`src/rtl/video_math_pkg.sv`:
```
// Shared types and constants for the video math arbiter and its arithmetic units.
package video_math_pkg;

  localparam int unsigned A_W = 24;  // divide numerator / result width
  localparam int unsigned B_W = 12;  // divide denominator / multiply operand 2 width
  localparam int unsigned M_W = 12;  // multiply operand 1 width (low bits of arg_a)

  localparam logic OP_DIV = 1'b0;
  localparam logic OP_MUL = 1'b1;

  localparam logic [A_W-1:0] DIV0_RES_DEFAULT = 24'hFFFFFF;

  typedef enum logic [1:0] {
    IDLE,
    ISSUE,
    WAIT,
    FIN
  } state_e;

  // Index width for n requesters; never zero so NREQ=1 still gets a 1-bit pointer.
  function automatic int unsigned idx_w(input int unsigned n);
    return (n > 1) ? $clog2(n) : 1;
  endfunction

endpackage

```
`src/rtl/rr_pick.sv`:
```
// Combinational round-robin picker: first asserted request at or after ptr, wrapping.
module rr_pick
  import video_math_pkg::*;
#(
  parameter int unsigned NREQ = 2
) (
  input  logic [NREQ-1:0]          req,
  input  logic [idx_w(NREQ)-1:0]   ptr,
  output logic                     valid_c,
  output logic [idx_w(NREQ)-1:0]   idx_c
);

  localparam int unsigned IW = idx_w(NREQ);
  localparam int unsigned CW = IW + 1;

  logic [CW-1:0] cand;

  always_comb begin
    valid_c = 1'b0;
    idx_c   = '0;
    cand    = '0;
    for (int k = 0; k < int'(NREQ); k++) begin
      cand = {1'b0, ptr} + CW'(k);
      if (cand >= CW'(NREQ)) cand = cand - CW'(NREQ);
      if (!valid_c && req[cand[IW-1:0]]) begin
        valid_c = 1'b1;
        idx_c   = cand[IW-1:0];
      end
    end
  end

endmodule

```
`src/rtl/sys_udiv.sv`:
```
// Radix-2 restoring unsigned divider, one quotient bit per cycle; run is high for NW cycles.
module sys_udiv #(
  parameter int unsigned NW = 24,
  parameter int unsigned DW = 12
) (
  input  logic          clk,
  input  logic          start,
  input  logic [NW-1:0] num,
  input  logic [DW-1:0] den,
  output logic          run,
  output logic [NW-1:0] quo
);

  localparam int unsigned CW = $clog2(NW + 1);

  logic [CW-1:0] cnt_q, cnt_d;
  logic [DW-1:0] rem_q, rem_d;
  logic [DW-1:0] den_q, den_d;
  logic [NW-1:0] quo_q, quo_d;
  logic          run_q, run_d;
  logic [DW:0]   shifted;

  // No reset: a stale count simply drains to zero, so run always falls eventually.
  always_ff @(posedge clk) begin
    cnt_q <= cnt_d;
    rem_q <= rem_d;
    den_q <= den_d;
    quo_q <= quo_d;
    run_q <= run_d;
  end

  always_comb begin
    cnt_d   = cnt_q;
    rem_d   = rem_q;
    den_d   = den_q;
    quo_d   = quo_q;
    shifted = {rem_q, quo_q[NW-1]};
    if (start) begin
      cnt_d = CW'(NW);
      rem_d = '0;
      den_d = den;
      quo_d = num;
    end else if (cnt_q != '0) begin
      cnt_d = cnt_q - 1'b1;
      if (shifted >= {1'b0, den_q}) begin
        rem_d = DW'(shifted - {1'b0, den_q});
        quo_d = {quo_q[NW-2:0], 1'b1};
      end else begin
        rem_d = shifted[DW-1:0];
        quo_d = {quo_q[NW-2:0], 1'b0};
      end
    end
    run_d = (cnt_d != '0);
  end

  assign run = run_q;
  assign quo = quo_q;

endmodule

```
`src/rtl/sys_umul.sv`:
```
// Shift-add unsigned multiplier, one multiplier bit per cycle; run is high for BW cycles.
module sys_umul #(
  parameter int unsigned AW = 12,
  parameter int unsigned BW = 12
) (
  input  logic             clk,
  input  logic             start,
  input  logic [AW-1:0]    a,
  input  logic [BW-1:0]    b,
  output logic             run,
  output logic [AW+BW-1:0] prod
);

  localparam int unsigned PW = AW + BW;
  localparam int unsigned CW = $clog2(BW + 1);

  logic [CW-1:0] cnt_q, cnt_d;
  logic [PW-1:0] acc_q, acc_d;
  logic [PW-1:0] mcand_q, mcand_d;
  logic [BW-1:0] mplier_q, mplier_d;
  logic          run_q, run_d;

  always_ff @(posedge clk) begin
    cnt_q    <= cnt_d;
    acc_q    <= acc_d;
    mcand_q  <= mcand_d;
    mplier_q <= mplier_d;
    run_q    <= run_d;
  end

  always_comb begin
    cnt_d    = cnt_q;
    acc_d    = acc_q;
    mcand_d  = mcand_q;
    mplier_d = mplier_q;
    if (start) begin
      cnt_d    = CW'(BW);
      acc_d    = '0;
      mcand_d  = PW'(a);
      mplier_d = b;
    end else if (cnt_q != '0) begin
      cnt_d    = cnt_q - 1'b1;
      if (mplier_q[0]) acc_d = acc_q + mcand_q;
      mcand_d  = {mcand_q[PW-2:0], 1'b0};
      mplier_d = {1'b0, mplier_q[BW-1:1]};
    end
    run_d = (cnt_d != '0);
  end

  assign run  = run_q;
  assign prod = acc_q;

endmodule

```
`src/rtl/video_math_arbiter.sv`:
```
// Round-robin sharing of one divider and one multiplier among NREQ video requesters.
module video_math_arbiter
  import video_math_pkg::*;
#(
  parameter int unsigned    NREQ     = 2,
  parameter logic [A_W-1:0] DIV0_RES = DIV0_RES_DEFAULT
) (
  input  logic                  CLK_VIDEO,
  input  logic                  reset,
  input  logic [NREQ-1:0]       req,
  input  logic [NREQ-1:0]       op,
  input  logic [A_W*NREQ-1:0]   arg_a,
  input  logic [B_W*NREQ-1:0]   arg_b,
  output logic [NREQ-1:0]       done,
  output logic [A_W-1:0]        res,
  output logic                  busy
);

  localparam int unsigned IW = idx_w(NREQ);

  state_e          state_q, state_d;
  logic [IW-1:0]   ptr_q, ptr_d;
  logic [IW-1:0]   idx_q, idx_d;
  logic            opsel_q, opsel_d;
  logic [A_W-1:0]  a_q, a_d;
  logic [B_W-1:0]  b_q, b_d;
  logic            armed_q, armed_d;
  logic [NREQ-1:0] done_q, done_d;
  logic [A_W-1:0]  res_q, res_d;
  logic            busy_q, busy_d;
  logic            div_start_q, div_start_d;
  logic            mul_start_q, mul_start_d;

  logic [A_W-1:0]  a_slot [NREQ];
  logic [B_W-1:0]  b_slot [NREQ];
  logic            pick_valid;
  logic [IW-1:0]   pick_idx;
  logic            div_run, mul_run, sel_run;
  logic [A_W-1:0]  div_quo;
  logic [A_W-1:0]  mul_prod;

  for (genvar g = 0; g < NREQ; g++) begin : g_slot
    assign a_slot[g] = arg_a[A_W*g +: A_W];
    assign b_slot[g] = arg_b[B_W*g +: B_W];
  end

  rr_pick #(.NREQ(NREQ)) u_pick (
    .req     (req),
    .ptr     (ptr_q),
    .valid_c (pick_valid),
    .idx_c   (pick_idx)
  );

  // Units are not reset: an operation cut off by reset runs out and is discarded.
  sys_udiv #(.NW(A_W), .DW(B_W)) u_div (
    .clk   (CLK_VIDEO),
    .start (div_start_q),
    .num   (a_q),
    .den   (b_q),
    .run   (div_run),
    .quo   (div_quo)
  );

  sys_umul #(.AW(M_W), .BW(B_W)) u_mul (
    .clk   (CLK_VIDEO),
    .start (mul_start_q),
    .a     (a_q[M_W-1:0]),
    .b     (b_q),
    .run   (mul_run),
    .prod  (mul_prod)
  );

  assign sel_run = (opsel_q == OP_MUL) ? mul_run : div_run;

  always_ff @(posedge CLK_VIDEO) begin
    if (reset) begin
      state_q     <= IDLE;
      ptr_q       <= '0;
      idx_q       <= '0;
      opsel_q     <= OP_DIV;
      a_q         <= '0;
      b_q         <= '0;
      armed_q     <= 1'b0;
      done_q      <= '0;
      res_q       <= '0;
      busy_q      <= 1'b0;
      div_start_q <= 1'b0;
      mul_start_q <= 1'b0;
    end else begin
      state_q     <= state_d;
      ptr_q       <= ptr_d;
      idx_q       <= idx_d;
      opsel_q     <= opsel_d;
      a_q         <= a_d;
      b_q         <= b_d;
      armed_q     <= armed_d;
      done_q      <= done_d;
      res_q       <= res_d;
      busy_q      <= busy_d;
      div_start_q <= div_start_d;
      mul_start_q <= mul_start_d;
    end
  end

  always_comb begin
    state_d     = state_q;
    ptr_d       = ptr_q;
    idx_d       = idx_q;
    opsel_d     = opsel_q;
    a_d         = a_q;
    b_d         = b_q;
    armed_d     = armed_q;
    done_d      = '0;
    res_d       = res_q;
    div_start_d = 1'b0;
    mul_start_d = 1'b0;

    unique case (state_q)
      IDLE: begin
        // Start is registered here so it is high during ISSUE with the latched operands.
        if (!div_run && !mul_run && pick_valid) begin
          idx_d   = pick_idx;
          opsel_d = op[pick_idx];
          a_d     = a_slot[pick_idx];
          b_d     = b_slot[pick_idx];
          ptr_d   = (pick_idx == IW'(NREQ - 1)) ? '0 : IW'(pick_idx + 1'b1);
          if (op[pick_idx] == OP_MUL) begin
            mul_start_d = 1'b1;
          end else if (b_slot[pick_idx] != '0) begin
            div_start_d = 1'b1;
          end
          state_d = ISSUE;
        end
      end
      ISSUE: begin
        if (opsel_q == OP_DIV && b_q == '0) begin
          res_d         = DIV0_RES;
          done_d[idx_q] = 1'b1;
          state_d       = FIN;
        end else begin
          armed_d = 1'b0;
          state_d = WAIT;
        end
      end
      WAIT: begin
        armed_d = 1'b1;
        if (armed_q && !sel_run) begin
          res_d         = (opsel_q == OP_MUL) ? A_W'(mul_prod) : div_quo;
          done_d[idx_q] = 1'b1;
          state_d       = FIN;
        end
      end
      FIN: begin
        state_d = IDLE;
      end
      default: begin
        state_d = IDLE;
      end
    endcase

    busy_d = (state_d != IDLE);
  end

  assign done = done_q;
  assign res  = res_q;
  assign busy = busy_q;

endmodule
```
`config.mk`:
```
export PLATFORM = sky130hd
export DESIGN_NAME = video_math_arbiter
export DESIGN_NICKNAME = d
export VERILOG_FILES = /design/src/rtl/video_math_pkg.sv /design/src/rtl/rr_pick.sv /design/src/rtl/sys_udiv.sv /design/src/rtl/sys_umul.sv /design/src/rtl/video_math_arbiter.sv
export SDC_FILE = /design/constraint.sdc
export NUM_CORES = 1
export LEC_CHECK = 0
export BUFFER_PORTS_ARGS = -buffer_cell sky130_fd_sc_hd__buf_2
export CORE_MARGIN = 5
export CORE_UTILIZATION = 59
export CTS_CLUSTER_DIAMETER = 150
export CTS_CLUSTER_SIZE = 40
export DETAILED_ROUTE_END_ITERATION = 8
export HOLD_SLACK_MARGIN = 0.06
export PLACE_DENSITY = 0.8
export SETUP_SLACK_MARGIN = 0.02
export SLEW_MARGIN = 20
export SYNTH_ARGS = -nofsm -noshare
export SYNTH_HDL_FRONTEND = slang
export SYNTH_HIERARCHICAL = 1
export SYNTH_SLANG_ARGS = --single-unit
```
`constraint.sdc`:
```
create_clock -name CLK_VIDEO -period 4.8 [get_ports CLK_VIDEO]
set_input_delay 0.96 -clock CLK_VIDEO [delete_from_list [all_inputs] [get_ports CLK_VIDEO]]
set_output_delay 0.96 -clock CLK_VIDEO [all_outputs]
set_load 0.02 [all_outputs]
```
# ---- Yosys cells after proc, flatten, opt, wreduce, memory -nomap -nowiden
# Cells that the tools add are included.
dict set report totals {
  reg_bits 190
  inputBits 78
  word_cells 126
}
dict set report op_classes {
  n_addsub 8
  n_lt_le_gt_ge 9
  eq_ne 6
  muxes 49
  bitwise 4
  reduce_logical 27
}
# cell count
set op_table {}
lappend op_table {{two-way mux 24 bit} 8}
lappend op_table {{two-way mux 12 bit} 8}
lappend op_table {{one-hot mux 24 bit (2 select lines)} 1}
lappend op_table {{adder 24 bit} 1}
lappend op_table {{two-way mux 1 bit} 20}
lappend op_table {{>= comparator 13 x 12 -> 1 bit} 1}
lappend op_table {{logical NOT 12 bit} 1}
lappend op_table {{nonzero test 12 bit} 1}
lappend op_table {{subtractor 12 bit} 1}
lappend op_table {{two-way mux 5 bit} 2}
lappend op_table {{nonzero test 5 bit} 2}
lappend op_table {{< comparator 1 x 2 -> 1 bit (second input constant)} 4}
lappend op_table {{two-way mux 2 bit} 4}
lappend op_table {{two-way mux 4 bit} 2}
lappend op_table {{one-hot mux 2 bit (4 select lines)} 1}
lappend op_table {{nonzero test 2 bit} 4}
lappend op_table {{nonzero test 4 bit} 2}
lappend op_table {{logical AND 1 bit} 6}
lappend op_table {{inequality test 2 bit (second input constant)} 3}
lappend op_table {{AND reduction 2 bit} 3}
lappend op_table {{subtractor 5 x 1 -> 5 bit (second input constant)} 1}
lappend op_table {{== test 2 bit (second input constant)} 2}
lappend op_table {{>= comparator 2 bit (second input constant)} 2}
lappend op_table {{logical NOT 1 bit} 4}
lappend op_table {{other kinds (16)} 19}

# ---- Depth between registers and ports, before layout
# Gate-level depths: netlist of run 1.
dict set report depth {
  word_depth 14
  ltp_mapped 10
  depth_no_buf 9
}

# ---- By module
# Netlist of run 1, hierarchy kept.
# module instances cells_each area_each_um2 seq_area_each_um2
set by_module_without_submodules {}
lappend by_module_without_submodules {sys_umul 1 388 3664.8 1541.5}
lappend by_module_without_submodules {video_math_arbiter 1 334 3299.4 1421.4}
lappend by_module_without_submodules {sys_udiv 1 248 2860.2 1441.4}
lappend by_module_without_submodules {rr_pick 1 3 17.5 0.0}

# ---- Least setup slack after synthesis of run 1
# No wires, ideal clock.
dict set report synth_path {
  path_type {input port to flip-flop}
  from {in req[1]}
  to {reg a_q[0]}
  setup_ps 86
  arrival_ps 2223
  t_required_ps 4714
  slack_ps 2491
  stages 7
  path_buffers 2
  path_cell_list {or2_1 nor3b_1 and2_1 clkbuf_1 clkbuf_1 nor2_1 a211oi_1}
}
dict set report synth_via {
  elab_chain_cells 10
}
# item line_no
set synth_lines {}
lappend synth_lines {{start, declared} video_math_arbiter.sv:10} ;# input logic [NREQ-1:0] req,
lappend synth_lines {{two-way mux 1 bit (implied by the code) (2 in a row)} rr_pick.sv:25} ;# if (!valid_c && req[cand[IW-1:0]]) begin
lappend synth_lines {{two-way mux 1 bit} rr_pick.sv:25}
lappend synth_lines {{logical NOT 1 bit} rr_pick.sv:25}
lappend synth_lines {{logical AND 1 bit} rr_pick.sv:25}
lappend synth_lines {{two-way mux 1 bit} rr_pick.sv:25}
lappend synth_lines {{inverter 1 -> 2 bit (implied by the code)} video_math_arbiter.sv:124} ;# a_d = a_slot[pick_idx];
lappend synth_lines {{two-way mux 24 bit (implied by the code) (3 in a row)} video_math_arbiter.sv:124}
lappend synth_lines {{end signal, assigned} video_math_arbiter.sv:81} ;# a_q <= '0;
lappend synth_lines {{end signal, assigned} video_math_arbiter.sv:94} ;# a_q <= a_d;
lappend synth_lines {{end, declared} video_math_arbiter.sv:25} ;# logic [A_W-1:0] a_q, a_d;
# Several ways; a longest one is shown, not always the timed one. The select of a mux whose other input is x is not followed.
# A chain may end at the register's enable or synchronous reset.

# ---- Worst setup path in the final report of run 1
dict set report layout_path {
  from {reg u_div.cnt_q[0]}
  to {reg u_div.quo_q[9], in the netlist u_div/quo[9] (enable)}
}
dict set report layout_via {
  elab_chain_cells 2
}
# item line_no
set layout_lines {}
lappend layout_lines {{start, declared} sys_udiv.sv:16} ;# logic [CW-1:0] cnt_q, cnt_d;
lappend layout_lines {{start signal, assigned} sys_udiv.sv:25} ;# cnt_q <= cnt_d;
lappend layout_lines {{nonzero test 5 bit} sys_udiv.sv:43} ;# end else if (cnt_q != '0) begin
lappend layout_lines {{nonzero test 2 bit (no line)} n/a}
lappend layout_lines {{end signal, assigned} sys_udiv.sv:28} ;# quo_q <= quo_d;
lappend layout_lines {{end, declared} sys_udiv.sv:19} ;# logic [NW-1:0] quo_q, quo_d;
# Every way passes these cells.

==> results of run 1 <==
==> where the power goes <==
group / switching [mW] / total [mW] / internal (mW)
Sequential: 0.376 / 2.70 / 2.32
Clock: 0.667 / 1.45 / 0.788
Combinational: 1.97 / 3.44 / 1.47
Total: 3.01 / 7.59 / 4.58
==> worst max-delay path: stages (launching register included) <==
cell     delay (ns)
dfxtp_1        0.32
inv_1          0.09
ha_1           0.18
or3b_1         0.38
or2_1          0.42
nor2_1         0.47
inv_1          0.62
==> registers in the layout (all words and copies together) (netlist names), 4 cells and up <==
| name | cells |
|---|---|
| b_q | 12 |
| u_mul/mcand_q | 24 |
| u_mul/mplier_q | 12 |
| u_mul/cnt_q | 4 |
| u_mul/prod | 24 |
| u_div/den_q | 12 |
| a_q | 24 |
| u_div/quo | 24 |
| u_div/cnt_q | 5 |
| u_div/rem_q | 12 |
| res | 24 |
==> synth_stat cells (all sizes together) (3+ instances only) <==
| cell type | number |
|---|---|
| a21o | 9 |
| buf | 18 |
| o211a | 4 |
| a22o | 3 |
| nand3b | 5 |
| or3 | 4 |
| o211ai | 8 |
| o21ai | 26 |
| xnor2 | 15 |
| mux2 | 47 |
| dfxtp | 130 |
| nand2 | 88 |
| a211o | 3 |
| ha | 41 |
| o21a | 5 |
| clkbuf | 35 |
| nor2 | 81 |
| and3 | 8 |
| mux2i | 64 |
| a311oi | 8 |
| a22oi | 24 |
| a21oi | 58 |
| or4 | 6 |
| or2 | 3 |
| nor4 | 9 |
| a31oi | 3 |
| a211oi | 46 |
| xor2 | 10 |
| nand2b | 29 |
| and4 | 3 |
| nor3 | 13 |
| nor2b | 6 |
| nand3 | 17 |
| inv | 27 |
| o21bai | 4 |
| a21boi | 4 |
| edfxtp | 60 |
| nand4 | 7 |
| and2 | 12 |
==> path summary, 6_finish.rpt <==
path | from | endpoint
setup reg to reg | u_div/cnt_q[0] | u_div/quo[9]
hold / removal | res[23] | res[23]
hold reg to reg | res[23] | res[23]
setup / recovery | u_div/cnt_q[0] | u_div/quo[9]
==> layer usage <==
metal / up-vias / part of all wire, % / track usage (%)
li1: 3731 / - / -
met1: 3650 / 47 / 33.3
met2: 285 / 45 / 36.2
met3: 26 / 6.4 / 3.72
met4: 0 / 1.3 / 5.77
met5: - / 0 / 0
==> cell families after synthesis <==
logic type / after synthesis / synth area share (%)
xor+xnor: 25 / 2.22
mux: 111 / 11.9
fa+ha+maj: 43 / 5.62
simple gates: 299 / 15.1
flops: 190 / 44.7
buf+inv: 80 / 3.61
compound gates: 225 / 16.8
==> through the flow <==
step / power, mW / setup slack [ns] / hold WS, ns
2_1_floorplan: 5.30 / 2.49 / 0.423
3_3_place_gp: 5.97 / 1.95 / 0.457
3_5_place_dp: 6.07 / 1.73 / 0.461
4_1_cts: 7.56 / 1.88 / 0.474
5_1_grt: 8.07 / 1.68 / 0.489
6_report: 7.59 / 1.87 / 0.473
==> cells in the final DEF (no fill, tap or decap), types with 6 or more instances in the layout <==
cell,Yosys,layout
and3_1,7,7
nor3_1,10,10
nand2_1,87,86
clkbuf_16,0,17
nor2b_1,6,6
mux2_2,46,46
mux2i_1,64,64
nand3_1,17,17
xnor2_1,15,15
a22oi_1,23,23
ha_1,41,41
inv_1,27,27
nor4_1,9,9
xor2_1,10,10
a211oi_1,44,44
a311oi_1,8,8
buf_2,3,104
o211ai_1,7,7
a21oi_1,54,54
nor2_1,81,81
edfxtp_1,60,60
buf_4,1,9
nand4_1,7,7
nand2b_1,29,29
o21ai_0,21,21
dfxtp_1,130,128
and2_1,12,11
a21o_1,9,9
==> cell type report <==
type,instances,area (µm²)
inverters,27,101
flip-flops and latches,190,4410
repair buffers,113,588
multi-input cells,703,5100
fillers,1295,5390
clock buffers,17,425
well taps,220,275
clock inverters,15,179
==> metrics, run 1 <==
status=finished clean; Antenna Cells=0; global route overflow=0; drt first pass iters=7; RePlAce Congestion=approximately 0.94; number of global-route vias before repair=7226; largest net degree at the start of global routing=between 60 and 70; DRC=0; Synth Net Count=approximately 1100; Worst-path clk slew=around 0.070 ns; initial antenna violation count=0; Design Area, Final=~11000 µm²; MaxCap Viol Count=0; Mapped Cells=973; chip height=roughly 140 µm; area post-placement=between 10000 and 15000 µm²; IO buf count=~100; antenna-violating nets left=0; Synth Register Bits=between 150 and 200; Starting Density=between 50% and 60%; Synth area leader=dfxtp_1; EDFF count, synth=60; H-tree depth=4; worst-path fanout max=24; Hold Vio Cnt, Final=0; Yosys top cell area share=26.4%; critical path startpoint category=flip-flop; CTS Buf Count=17; Final Core Density=between 60% and 70%; Post-Synthesis Cell Area=~9800 µm²; # IOs=approximately 110; final number of setup-violating endpoints=0; setup TNS=0 ns; Seq/Total Area, Yosys=roughly 45%; r2r setup slk=approximately 1.9 ns; main area contributors after synthesis=dfxtp_1 (26%), edfxtp_1 (18%), mux2i_1 (6.5%); average wire per standard cell=17.7 µm; Synth warnings=6; final net count=approximately 1200; Power Density=roughly 700 nW/µm²; slew margin rel.=between 20 and 30%; number of cells on the worst reg-to-reg path=6; WP data arrival=approximately 2.9 ns; DP Cell Count=about 1300; # clock sinks=190; final std cells w/o fill=1285; TritonCTS clock tree=done; hold path depth=2; class of the most critical setup path=reg2reg; Clock Skew=roughly 0.009 ns; Core ar.=between 15000 and 20000 µm²; Root Driver=clkbuf_16; RSZ-0062 raised after global routing=no; max frequency=approximately 340 MHz; Async SR Flop Fraction=0%; synth unique cells=86; synthesized area per cell=between 10 and 15 µm²; worst-case clock buffer depth=2; Iteration-0 DRC Markers=703; Die ar.=19400 µm²; max-slew violation count=0; post_cts resized=0; crit path time final=2.93 ns; Worst Path Required=approximately 4.8 ns; Via Count=slightly below 8000; hold_buf cts=0; Leak=~4.6 nW; period utilisation layout=between 60% and 70%; Synth Flop Type=dfxtp_1; drt total wl=between 20000 and 25000 µm; Hold WC Path Type=reg2reg; Crit. End Element=flip-flop; maximum VDD drop=0.354 mV; Worst-Skew Late Latency=around 0.44 ns; DP HPWL=between 15000 and 20000 µm; first-pass GRT wire length=36600 µm; Post-CTS Setup Bufs=0; layout cell share with drive strength beyond 1=a little over a fifth; vias per inst=5.99; slew at the pin closest to its max-slew limit=~1.1 ns; Die W=around 140 µm; overall routing resource usage=23.0%; synth-to-layout area growth=12.5%; row count=between 40 and 50
No activity file was read; power rests on OpenSTA's default activity.
==> run 2: changes to the inputs <==
--- a/config.mk
+++ b/config.mk
@@ -7,12 +7,12 @@
 export LEC_CHECK = 0
 export BUFFER_PORTS_ARGS = -buffer_cell sky130_fd_sc_hd__buf_2
 export CORE_MARGIN = 5
-export CORE_UTILIZATION = 59
+export CORE_UTILIZATION = 54
 export CTS_CLUSTER_DIAMETER = 150
 export CTS_CLUSTER_SIZE = 40
 export DETAILED_ROUTE_END_ITERATION = 8
 export HOLD_SLACK_MARGIN = 0.06
-export PLACE_DENSITY = 0.8
+export PLACE_DENSITY = 0.77
 export SETUP_SLACK_MARGIN = 0.02
 export SLEW_MARGIN = 20
 export SYNTH_ARGS = -nofsm -noshare
==> constraint.sdc (replaced) <==
create_clock -name CLK_VIDEO -period 2.52 [get_ports CLK_VIDEO]
set_input_delay 0.504 -clock CLK_VIDEO [delete_from_list [all_inputs] [get_ports CLK_VIDEO]]
set_output_delay 0.504 -clock CLK_VIDEO [all_outputs]
set_load 0.02 [all_outputs]
==> metrics, run 2 (synthesis results as in run 1) <==
status=finished clean; drt total wl=23300 µm (+2.2%); Die ar.=21000 µm² (+8.6%); chip height=145 µm (+4.2%); period utilisation layout=93.9% (+33 points); Starting Density=54.8% (-5.0 points); hold_buf cts=0 (unchanged); HP Start=reset; Power Density=1290 nW/µm² (+89%); critical path launch point=u_mul/mcand_q[0]; Clock Skew=0.0118 ns (+0.00272 ns); CTS Buf Count=17 (unchanged); drt first pass iters=6 (-1); number of global-route vias before repair=7571 (+4.8%); MaxCap Viol Count=0 (unchanged); worst-path fanout max=4 (-83%); Leak=4.66 nW (+2.4%); max-slew violation count=0 (unchanged); Die W=145 µm (+4.2%); Root Driver=clkbuf_16; worst path bufs/invs=0 (-2); DRC=0 (unchanged); # clock sinks=190 (unchanged); WP data arrival=2.69 ns (-0.25 ns); maximum VDD drop=0.735 mV (+110%); largest net degree at the start of global routing=58 (-11%); first-pass GRT wire length=38000 µm (+3.9%); slew margin rel.=65.7% (+40 points); Iteration-0 DRC Markers=799 (+14%); worst-case clock buffer depth=2 (unchanged); critical path startpoint category=flip-flop; DP HPWL=16500 µm (+4.1%); crit path time final=2.37 ns (-0.565 ns); IO buf count=104 (unchanged); Slowest-stage cell, CP=edfxtp_1; r2r startpoint=u_mul/mcand_q[0]; TritonCTS clock tree=done; synth-to-layout area growth=14.7%; Antenna Cells=0 (unchanged); Hold Vio Cnt, Final=0 (unchanged); Worst-path clk slew=0.08 ns (about the same); slowest cell delay on critical path=0.39 ns (-0.23 ns); most frequent cells in the layout=dfxtp_1 (128), buf_2 (104), nand2_1 (87); Crit. End Element=flip-flop; most common cell after layout, fill and taps aside=dfxtp_1; # IOs=105 (unchanged); CP Cell Sequence=ha_1, fa_2, a21oi_2, o211a_1, nor2_1, a2bb2oi_2, o21ai_1, xor2_1, a22o_1; average wire per standard cell=17.7 µm (-0.14%); slew at the pin closest to its max-slew limit=0.509 ns (-0.608 ns); Worst Path Required=2.84 ns (-1.96 ns); final setup margin=0.154 ns (-1.72 ns); max frequency=423 MHz (+24%); Core ar.=18000 µm² (+9.1%); Worst-Skew Late Latency=0.44 ns (about the same); final net count=1194 (+1.8%); row count=49 (+4.3%); class of the most critical setup path=reg2reg; RSZ-0062 raised after global routing=no; Hold WC Path Type=in2reg; antenna-violating nets left=0 (unchanged); RePlAce Congestion=0.924 (-2.0%); setup TNS=0 ns (unchanged); fill cell count=1429 (+10%); H-tree depth=4 (unchanged); layout cell share with drive strength beyond 1=22.9% (+1.7 points); worst slack, placed=0.143 ns (-1.58 ns); Via Count=7854 (+2.1%); final number of setup-violating endpoints=0 (unchanged); vias per inst=5.97 (-0.22%); initial antenna violation count=1 (+1); Top delay family on crit path=compound AO/OA/AOI/OAI gates; overall routing resource usage=21.6% (-1.3 points); global route overflow=0 (unchanged)
==> run 2: cell count changes in the layout (fill, tap and decap cells not counted), moves of 2 or more <==
| cell | delta |
|---|---|
| a21oi_1 | -2 |
| buf_4 | +18 |
| inv_6 | -2 |
| buf_12 | +3 |
==> run 2: report_power, final <==
part	switching, mW	leakage [nW]	internal, mW
clock network	1.26	0.289	1.44
registers	0.726	1.68	4.41
logic	3.80	2.69	2.97
total	5.79	4.66	8.82
==> run 2: layout make-up <==
class,count,area (µm²),share of cell area [%]
clock buffer,19,443,3.92
clock inverter,13,150,1.33
inverter,27,101,0.898
multi-input combinational,703,5120,45.4
sequential,190,4410,39.0
tap,229,287,2.54
timing repair buffer,134,783,6.94
==> run 2: path summary, 6_finish.rpt <==
check | endpoint | slack, ns | cells after the start
hold reg to reg | res[9] | 0.48 | 2
setup reg to reg | u_mul/prod[22] | 0.15 | 9
hold / removal | state_q[1] | 0.30 | 2
setup / recovery | u_mul/prod[22] | 0.15 | 9
==> run 2: per-layer routing <==
| layer | global-route usage, % | routed length (µm) | vias up |
|---|---|---|---|
| met3 | 4.86 | 1680 | 35 |
| met1 | 31.6 | 10900 | 3731 |
| met4 | 5.93 | 418 | 0 |
| met2 | 32.4 | 10300 | 309 |
| met5 | 0 | 0 | - |
| li1 | - | - | 3779 |
==> run 2: metrics by stage <==
stage | hold slack [ns] | instance area [µm²] | util, % | cells | power (mW)
after floorplan | 0.423 | 9840 | - | 973 | 10.1
after global placement | 0.455 | 10700 | 59.4 | 1282 | 11.5
after detailed placement | 0.464 | 10700 | 59.4 | 1282 | 11.7
after CTS | 0.296 | 11300 | 62.7 | 1314 | 14.5
after global routing | 0.310 | 11300 | 62.9 | 1315 | 15.6
final | 0.304 | 11300 | 62.9 | 1315 | 14.6
==> run 2: what timing repair did <==
action                     CTS  global route
setup endpoints to repair    0             7
gates resized for setup      0             7
buffers inserted             0             1
hold endpoints to repair     0             0
==> run 3: changes to the inputs <==
--- a/config.mk
+++ b/config.mk
@@ -5,7 +5,9 @@
 export SDC_FILE = /design/constraint.sdc
 export NUM_CORES = 1
 export LEC_CHECK = 0
+export ABC_AREA = 1
 export BUFFER_PORTS_ARGS = -buffer_cell sky130_fd_sc_hd__buf_2
+export CORE_ASPECT_RATIO = 0.9
 export CORE_MARGIN = 5
 export CORE_UTILIZATION = 54
 export CTS_CLUSTER_DIAMETER = 150
==> metrics, run 3 <==
status=finished clean; synth unique cells=42 (-51%); antenna-violating nets left=0 (unchanged); Hold WC Path Type=in2reg; Via Count=10212 (+30%); largest net degree at the start of global routing=49 (-16%); final number of setup-violating endpoints=0 (unchanged); post_cts resized=0 (unchanged); hold_buf cts=0 (unchanged); Sw Ratio=46.1% (+6.5 points); met2 Track Usage GR=35.8% (+3.3 points); drt first pass iters=7 (+1); Post-Synthesis Cell Area=10900 µm² (+10%); final net count=1797 (+51%); Async SR Flop Fraction=0% (unchanged); vias per inst=5.25 (-12%); Crit. End Element=flip-flop; Mapped Cells=1598 (+64%); commonest cells in the netlist=nand2_1 (654), inv_1 (168), nor2_1 (157); first-pass GRT wire length=45600 µm (+20%); drt total wl=28300 µm (+22%); Worst Path Required=2.85 ns (about the same); Hold Vio Cnt, Final=0 (unchanged); main area contributors after synthesis=dfxtp_1 (24%), nand2_1 (23%), edfxtp_1 (17%); initial antenna violation count=0 (-1); Worst-Skew Late Latency=0.44 ns (about the same); slew at the pin closest to its max-slew limit=0.766 ns (+0.257 ns); global route overflow=0 (unchanged); class of the most critical setup path=reg2reg; Synth Flop Type=dfxtp_1; MaxCap Viol Count=0 (unchanged); most used cell, CP=inv_1; setup TNS=0 ns (unchanged); Clock Power Share=17.1% (-1.4 points); Pint=8.77 mW (-0.59%); count leader, synth=nand2_1; period utilisation layout=91.0% (-2.9 points); crit path time final=2.29 ns (-0.0728 ns); busiest layer in global routing=met1; Synth area leader=dfxtp_1; final setup margin=0.226 ns (+0.0728 ns); Core ar.=19900 µm² (+11%); Synth Net Count=1719 (+57%); synth-to-layout area growth=12.1%; row count=49 (unchanged); Post-CTS Setup Bufs=0 (unchanged); Yosys top cell area share=24.0% (-2.5 points); EDFF count, synth=60 (unchanged); worst-path fanout max=39 (+35); slowest cell delay on critical path=0.33 ns (-0.06 ns); Power Density=1340 nW/µm² (+3.3%); DP HPWL=20800 µm (+26%); worst path bufs/invs=5 (+5); synthesized area per cell=6.80 µm² (-33%); most frequent cells in the layout=nand2_1 (654), inv_1 (168), nor2_1 (157); TritonCTS clock tree=done; # IOs=105 (unchanged); Synth warnings=6 (unchanged); Slowest-stage cell, CP=dfxtp_1; WP data arrival=2.62 ns (-0.07 ns); RSZ-0062 raised after global routing=no; Synth Register Bits=190 (unchanged); IO buf count=104 (unchanged); met1 GRT Util=35.9% (+4.3 points); max-slew violation count=0 (unchanged); average wire per standard cell=14.6 µm (-18%); sequential power share=32.4% (-2.8 points); H-tree depth=4 (unchanged); Clock Skew=0.0123 ns (+0.000559 ns); Die W=160 µm (+10%); Gate power share=50.4% (+4.0 points); number of global-route vias before repair=9222 (+22%); Worst-path clk slew=0.08 ns (about the same); Root Driver=clkbuf_16; final std cells w/o fill=1944 (+48%); met3 layer usage reported by global route=4.22% (-0.65 points); Leak=6.08 nW (+31%); worst-case clock buffer depth=2 (unchanged); most common cell after layout, fill and taps aside=nand2_1; DRC=0 (unchanged); overall routing resource usage=24.1% (+2.5 points); Top delay family on crit path=simple AND/OR/NAND/NOR gates; Die ar.=23100 µm² (+9.7%); Sw Pwr=7.51 mW (+30%); RePlAce Congestion=0.922 (-0.22%); slew margin rel.=48.9% (-17 points); worst slack, placed=0.421 ns (+0.278 ns); Iteration-0 DRC Markers=1055 (+32%); layout cell share with drive strength beyond 1=12.3% (-11 points); Seq/Total Area, Yosys=40.5% (-4.2 points); maximum VDD drop=0.510 mV (-31%); # clock sinks=190 (unchanged); CTS Buf Count=17 (unchanged); CP Cell Sequence=inv_1, ha_1, inv_1, or2_4, nor2_4, inv_4, nand2_8, inv_2, nor2_1, nor2_1, o21ai_0, inv_1; max frequency=436 MHz (+3.2%); Antenna Cells=0 (unchanged); critical path startpoint category=flip-flop; Starting Density=54.7% (-0.090 points); DP Cell Count=1912 (+49%); chip height=145 µm (-0.30%)
## run 3: power by group through the flow
stage | logic, mW | registers (mW) | clock network (mW)
floorplan | 6.20 | 5.22 | 0
global placement | 7.82 | 5.29 | 0
detailed placement | 8.00 | 5.31 | 0
CTS | 8.08 | 5.27 | 2.84
global route | 9.26 | 5.39 | 2.97
finish | 8.21 | 5.28 | 2.79
## run 3: logic make-up (layout without fill, tap and decap cells)
group,after synthesis,in the layout,share of synthesized area [%]
compound gates,154,154,7.69
xor+xnor,16,16,1.29
fa+ha+maj,43,43,5.09
buf+inv,242,333,9.27
flops,190,190,40.5
mux,1,1,0.0921
simple gates,952,952,36.0
## run 3: worst register-to-register path, stage by stage, from the launching register on
cell and delay, ns:
dfxtp_1 0.33, inv_1 0.08, ha_1 0.18, inv_1 0.06
or2_4 0.24, nor2_4 0.29, inv_4 0.09, nand2_8 0.10
inv_2 0.29, nor2_1 0.27, nor2_1 0.08, o21ai_0 0.12
inv_1 0.07
## run 3: per-stage QoR
step	hold slack, ns	util (%)	total power, mW	cell area (µm²)
after floorplan	0.391	-	11.4	10900
after global placement	0.398	58.1	13.1	11500
after detailed placement	0.400	58.1	13.3	11500
after CTS	0.394	61.3	16.2	12200
after global routing	0.422	61.3	17.6	12200
final	0.406	61.3	16.3	12200
## run 3: layout make-up
| type | instances | area, µm² |
|---|---|---|
| Fill cell | 1820 | 7690 |
| Tap cell | 255 | 319 |
| Inverter | 177 | 669 |
| Clock inverter | 14 | 184 |
| Sequential cell | 190 | 4400 |
| Clock buffer | 18 | 450 |
| Timing Repair Buffer | 124 | 683 |
| Multi-Input combinational cell | 1166 | 5470 |
## run 3: final timing paths
| kind | startpoint | to | slack [ns] | depth (start not counted) |
|---|---|---|---|---|
| min | arg_a[39] | a_q[15] | 0.41 | 5 |
| min reg2reg | idx_q | done[0] | 0.41 | 1 |
| max reg2reg | u_mul/cnt_q[0] | u_mul/prod[4] | 0.23 | 12 |
| max | u_mul/cnt_q[0] | u_mul/prod[4] | 0.23 | 12 |
## run 3: metal layers
layer  up-vias  wire, µm
met3        53      2770
met5         -         0
met2       494     12000
met1      4500     13000
met4         0       548
li1       5165         -
